`config.mk`:
```
export PLATFORM = sky130hd
export DESIGN_NAME = imem_loader
export DESIGN_NICKNAME = d
export VERILOG_FILES = /design/src/rtl/imem_loader.sv
export SDC_FILE = /design/constraint.sdc
export NUM_CORES = 1
export LEC_CHECK = 0
export ABC_AREA = 1
export BUFFER_PORTS_ARGS = -buffer_cell sky130_fd_sc_hd__buf_2
export CORE_AREA = 4 4 102 104
export DETAILED_ROUTE_END_ITERATION = 7
export DIE_AREA = 0 0 106 108
export PLACE_DENSITY = 0.82
export SLEW_MARGIN = 15
export SYNTH_ARGS = -nofsm -noshare
export SYNTH_HDL_FRONTEND = slang
export SYNTH_SLANG_ARGS = --single-unit
```
`constraint.sdc`:
```
create_clock -name Clk -period 5.7 [get_ports Clk]
set_input_delay 0.285 -clock Clk [delete_from_list [all_inputs] [get_ports Clk]]
set_output_delay 0.285 -clock Clk [all_outputs]
set_load 0.005 [all_outputs]
```
`src/rtl/imem_loader.sv`:
```
// imem_loader: receives a program image as a byte stream and writes it into
// the instruction memory, one 32-bit word at a time. The CPU is held in reset
// until the whole image has been written.
//
// Byte stream: a 4-byte word count N, then N instruction words. Every value
// arrives big-endian, so the first byte becomes bits [31:24].
//
// Byte handshake: the source drives in_data and raises in_valid. A byte moves
// only on a rising clock edge where in_valid && in_ready are both high. While
// in_ready is low the source keeps the same byte on in_data, and that byte is
// not taken.
module imem_loader #(
    parameter int DEPTH = 1024,
    parameter int CNT_W = 11
) (
    input  logic             Clk,
    input  logic             Rst_n,
    input  logic             start,
    input  logic             in_valid,
    input  logic [7:0]       in_data,
    output logic             in_ready,
    output logic             mem_we,
    output logic [31:0]      mem_addr,
    output logic [31:0]      mem_wdata,
    output logic             cpu_hold,
    output logic             done,
    output logic             error,
    output logic [CNT_W-1:0] words_loaded,
    output logic [2:0]       dbg_state
);

    typedef enum logic [2:0] {
        S_IDLE  = 3'd0,
        S_HDR   = 3'd1,
        S_CHK   = 3'd2,
        S_DATA  = 3'd3,
        S_WRITE = 3'd4,
        S_DONE  = 3'd5,
        S_ERR   = 3'd6
    } state_t;

    localparam logic [31:0] DEPTH_W = 32'(DEPTH);

    state_t           state, next_state;
    logic [1:0]       byte_cnt;
    logic [31:0]      shreg;
    logic [CNT_W-1:0] n_words;
    logic             take;
    logic             last_byte;

    // Next values of the registered outputs
    logic             in_ready_d, mem_we_d, cpu_hold_d, done_d, error_d;
    logic [31:0]      mem_addr_d, mem_wdata_d;
    logic [CNT_W-1:0] words_loaded_d;

    assign take      = in_valid && in_ready;
    assign last_byte = take && (byte_cnt == 2'd3);
    assign dbg_state = state;

    // State register
    always_ff @(posedge Clk or negedge Rst_n) begin
        if (!Rst_n) state <= S_IDLE;
        else        state <= next_state;
    end

    // Next-state logic; start is only honoured in IDLE, DONE and ERR
    always_comb begin
        next_state = state;
        case (state)
            S_IDLE:  if (start) next_state = S_HDR;
            S_HDR:   if (last_byte) next_state = S_CHK;
            S_CHK: begin
                if (shreg > DEPTH_W)    next_state = S_ERR;
                else if (shreg == '0)   next_state = S_DONE;
                else                    next_state = S_DATA;
            end
            S_DATA:  if (last_byte) next_state = S_WRITE;
            S_WRITE: begin
                if ((words_loaded + CNT_W'(1)) == n_words) next_state = S_DONE;
                else                                       next_state = S_DATA;
            end
            S_DONE, S_ERR: if (start) next_state = S_HDR;
            default: next_state = S_IDLE;
        endcase
    end

    // Output logic: next values, derived from the state being entered, so that
    // every output is registered and lines up with its state
    always_comb begin
        in_ready_d     = (next_state == S_HDR) || (next_state == S_DATA);
        mem_we_d       = (next_state == S_WRITE);
        cpu_hold_d     = (next_state != S_DONE);
        done_d         = (next_state == S_DONE);
        error_d        = (next_state == S_ERR);
        mem_addr_d     = mem_addr;
        mem_wdata_d    = mem_wdata;
        words_loaded_d = words_loaded;
        if (state == S_DATA && next_state == S_WRITE) begin
            mem_addr_d  = 32'(words_loaded) << 2;
            mem_wdata_d = {shreg[23:0], in_data};
        end
        if (state == S_WRITE)
            words_loaded_d = words_loaded + CNT_W'(1);
        else if (next_state == S_HDR && state != S_HDR)
            words_loaded_d = '0;
    end

    // Output registers
    always_ff @(posedge Clk or negedge Rst_n) begin
        if (!Rst_n) begin
            in_ready     <= 1'b0;
            mem_we       <= 1'b0;
            mem_addr     <= '0;
            mem_wdata    <= '0;
            cpu_hold     <= 1'b1;
            done         <= 1'b0;
            error        <= 1'b0;
            words_loaded <= '0;
        end else begin
            in_ready     <= in_ready_d;
            mem_we       <= mem_we_d;
            mem_addr     <= mem_addr_d;
            mem_wdata    <= mem_wdata_d;
            cpu_hold     <= cpu_hold_d;
            done         <= done_d;
            error        <= error_d;
            words_loaded <= words_loaded_d;
        end
    end

    // Byte assembly. The byte counter restarts on every state change, so no
    // partial word survives into the next phase or the next load. The header
    // count is saved during CHK, before DATA starts overwriting the shift register.
    always_ff @(posedge Clk or negedge Rst_n) begin
        if (!Rst_n) begin
            byte_cnt <= '0;
            shreg    <= '0;
            n_words  <= '0;
        end else begin
            if (next_state != state) byte_cnt <= '0;
            else if (take)           byte_cnt <= byte_cnt + 2'd1;
            if (take)                shreg    <= {shreg[23:0], in_data};
            if (state == S_CHK)      n_words  <= shreg[CNT_W-1:0];
        end
    end

endmodule

```
==> impl_metrics.yaml <==
clock_tree:
  h-tree-depth: 3
  cts_tree: "built"
  cts_resized: 0
  clock_latency_ns: 0.39
  path_clk_slew_ns: 0.11
  cts_buffers: 9
  clock-sinks: 107
  cts_setup_buffers: 0
  root_buffer: "clkbuf_8"
  clock_path_buffers: 2
global_route:
  grt_max_degree: 87
  grt_pass1_wl_um: 17540
  grt_overflow: 0
  antenna_found_initial: 0
  grt_use_total: 0.1935
  grt_pass1_vias: 3622
routing:
  wl_per_cell_um: 13.42
  vias_per_cell: 4.981
  wl_met2_um: 4881
  finalWirelength_um: 10530
  drtAntennaViolNets: 0
  maxUsedRoutingLayer: "met4"
  firstDrtPassIters: 5
  drc_errors: 0
  drtIter0Drc: 270
  routed-via-count: 3910
  wl_met1_um: 4654
  wl_met3_um: 776
critical_path:
  worstReg2RegStart: "in_ready$_DFF_PN0_"
  critPathMaxStageDelay_ns: 0.73
  endpoint_kind: "flop"
  timing.critical_path.mode_cell: "nor2_1"
  cpMaxStageDelayCell: "nand2_2"
  cp.arrival_ns: 3.55
  required_ns: 5.97
  critPathMaxFanout: 86
  r2r_end: "words_loaded[3]$_DFFE_PN0P_"
  path_delay_family: "simple AND/OR/NAND/NOR gates"
  reg2reg_slack_ns: 2.42
  reg2reg_depth: 13
  cp_cell_sequence: "nand2_2 -> nor2_1 -> inv_1 -> nor2_1 -> inv_2 -> buf_4 -> o31ai_1 -> nor2_1 -> nand2_2 -> inv_2 -> nand3_2 -> nand3_1 -> nand2_1"
  crit_type: "reg2reg"
  critPathBufInv: 4
  cp-start-kind: "flop"
layout:
  area_growth_pct: 12.18
  nets: 661
  finalCoreUtilization: 0.5709
  drive_gt1_frac: 0.1672
  antenna_cells: 0
  fillers: 867
power_and_ir_drop:
  power.total_w: 0.002206
  power.leakage_nw: 2.873
  power_frac_seq: 0.494
  ir_drop_v: 0.0002389
  p_comb_frac: 0.298
  pwr-share-clk: 0.208
  intPower_w: 0.001365
  swShare: 0.3811
  power.switching_w: 0.0008406
  p_per_area_nw_per_um2: 404.6
synth:
  synthFlopType: "dfrtp_1"
  synth_top_area_cell: "dfrtp_1"
  ys_ff_latch: 107
  syn_avg_cell_area_sq_um: 8.350
  yosysWarnings: 0
  synth_edf_count: 0
  syn_inst: 582
  ys_top_cells_by_area: "dfrtp_1, nand2_1, o21ai_0, inv_1, nand3_1"
  yosysMostFrequentCell: "nand2_1"
  yosysTopAreaCellShare: 0.5458
  netlist_area_sq_um: 4860
  ys_async_sr_fraction: 1.000
  ys_types: 31
  synth_common_cells: "nand2_1, dfrtp_1, o21ai_0, inv_1, nand3_1"
  ys_seq_area_frac: 0.5512
placement:
  hpwl_um: 7527
  pre_cts_ws_ns: 2.493
  io_buffer_count: 73
  globalplace.congestion: 0.8553
timing:
  finClkSkew_ns: 0.01631
  setup_tns_ns: 0
  min_period_ns: 3.282
  worst_pin_slew_ns: 0.9966
  slew_headroom: 0.3333
  clock.fmax_mhz: 304.7
  finalMaxSlewViolations: 0
  setup_viol: 0
  hold_violations: 0
  rsz0062_at_grt: "false"
  finalCritPeriodShare: 0.5758
  fin_ws_ns: 2.418
floorplanning:
  start_util: 0.5089
  design.die.area_sq_um: 11450
  placementRows: 36
  core-area_sq_um: 9549
  die_x_um: 106
  fp.dieH_um: 108
  ios: 95
run_status:
  outcome: "completed"
job:
  max_cap_viol_count: 0
hold_path:
  min_path_type: "in2reg"
  hold_depth: 3
  min_from: "in_data[4]"
  hold_end: "shreg[4]$_DFFE_PN0P_"
==> power groups by stage <==
stage	combinational, W	clock (W)	sequential (W)
floorplan	0.000498	0	0.00106
global placement	0.000636	0	0.00109
detailed placement	0.000656	0	0.00110
CTS	0.000662	0.000463	0.00109
global route	0.000760	0.000499	0.00111
finish	0.000658	0.000459	0.00109
==> stage by stage <==
stage | hold slack, ns | instances | cell area (sq um)
after floorplan | -0.01059 | 602 | 4935
after global placement | 0.3255 | 768 | 5249
after detailed placement | 0.3438 | 768 | 5249
after CTS | 0.1541 | 785 | 5451
after global routing | 0.1519 | 785 | 5451
final | 0.1551 | 785 | 5451
==> worst reg2reg max path, stage by stage, from the launching register on <==
cell and delay, ns:
dfrtp_1 0.40, nand2_2 0.73, nor2_1 0.17, inv_1 0.12, nor2_1 0.10, inv_2 0.06, buf_4 0.56, o31ai_1 0.16
nor2_1 0.17, nand2_2 0.10, inv_2 0.08, nand3_2 0.28, nand3_1 0.17, nand2_1 0.07
==> worst max path at each step <==
stage                                     start                           to  slack [ns]  depth (start not counted)
floorplan           words_loaded[0]$_DFFE_PN0P_  words_loaded[2]$_DFFE_PN0P_        3.67                         15
global placement                       in_valid  words_loaded[7]$_DFFE_PN0P_        2.62                         14
detailed placement                     in_valid  words_loaded[2]$_DFFE_PN0P_        2.49                         14
CTS                          in_ready$_DFF_PN0_  words_loaded[2]$_DFFE_PN0P_        2.44                         13
global route                 in_ready$_DFF_PN0_  words_loaded[2]$_DFFE_PN0P_        2.01                         13
finish                       in_ready$_DFF_PN0_  words_loaded[3]$_DFFE_PN0P_        2.42                         13
==> placed cells by master, fill, tap and decap left out, types with 3 or more instances in the layout <==
cell type / count
nand3_1: 42
conb_1: 21
nand2_1: 163
inv_1: 66
nor2_1: 35
o21ai_0: 88
buf_4: 4
buf_2: 72
clkbuf_8: 11
nand4_1: 6
nand2_2: 3
nand3_2: 4
dfrtp_1: 106
==> cell type report <==
class,count,area [sq um],share of cell area
Clock buffer,11,151.4,0.02777
Clock inverter,5,41.29,0.007574
Inverter,68,255.2,0.04682
Multi-Input combinational cell,384,1758,0.3225
Sequential cell,107,2679,0.4914
Tap cell,133,166.4,0.03053
Timing Repair Buffer,77,400.4,0.07345
==> routing by layer <==
layer / up-vias / GRT usage
met2: 152 / 0.3051
li1: 1927 / -
met4: 0 / 0.07308
met3: 18 / 0.04716
met5: - / 0
met1: 1813 / 0.2622
==> sequential cells by signal, indices dropped and copies added, names as in the netlist, 2 cells and up <==
register	count
mem_wdata	32
shreg	32
n_words	11
mem_addr	11
byte_cnt	2
dbg_state	3
words_loaded	11
==> repair_timing <==
item | 4_1_cts | 5_1_grt
setup endpoints to repair | 0 | 0
hold buffers | 1 | 0
hold endpoints to repair | 48 | 0
==> kinds of logic after synthesis <==
logic type | Yosys count | synth area share
AND/OR/NAND/NOR | 263 | 0.2302
buffers and inverters | 111 | 0.1040
flip-flops | 107 | 0.5512
AO/OA/AOI/OAI | 95 | 0.1030
adder cells (fa/ha/maj) | 2 | 0.005149
XOR/XNOR | 2 | 0.003605
other | 1 | 0.0007717
multiplexers | 1 | 0.002060
No activity file was read; power rests on OpenSTA's default activity.
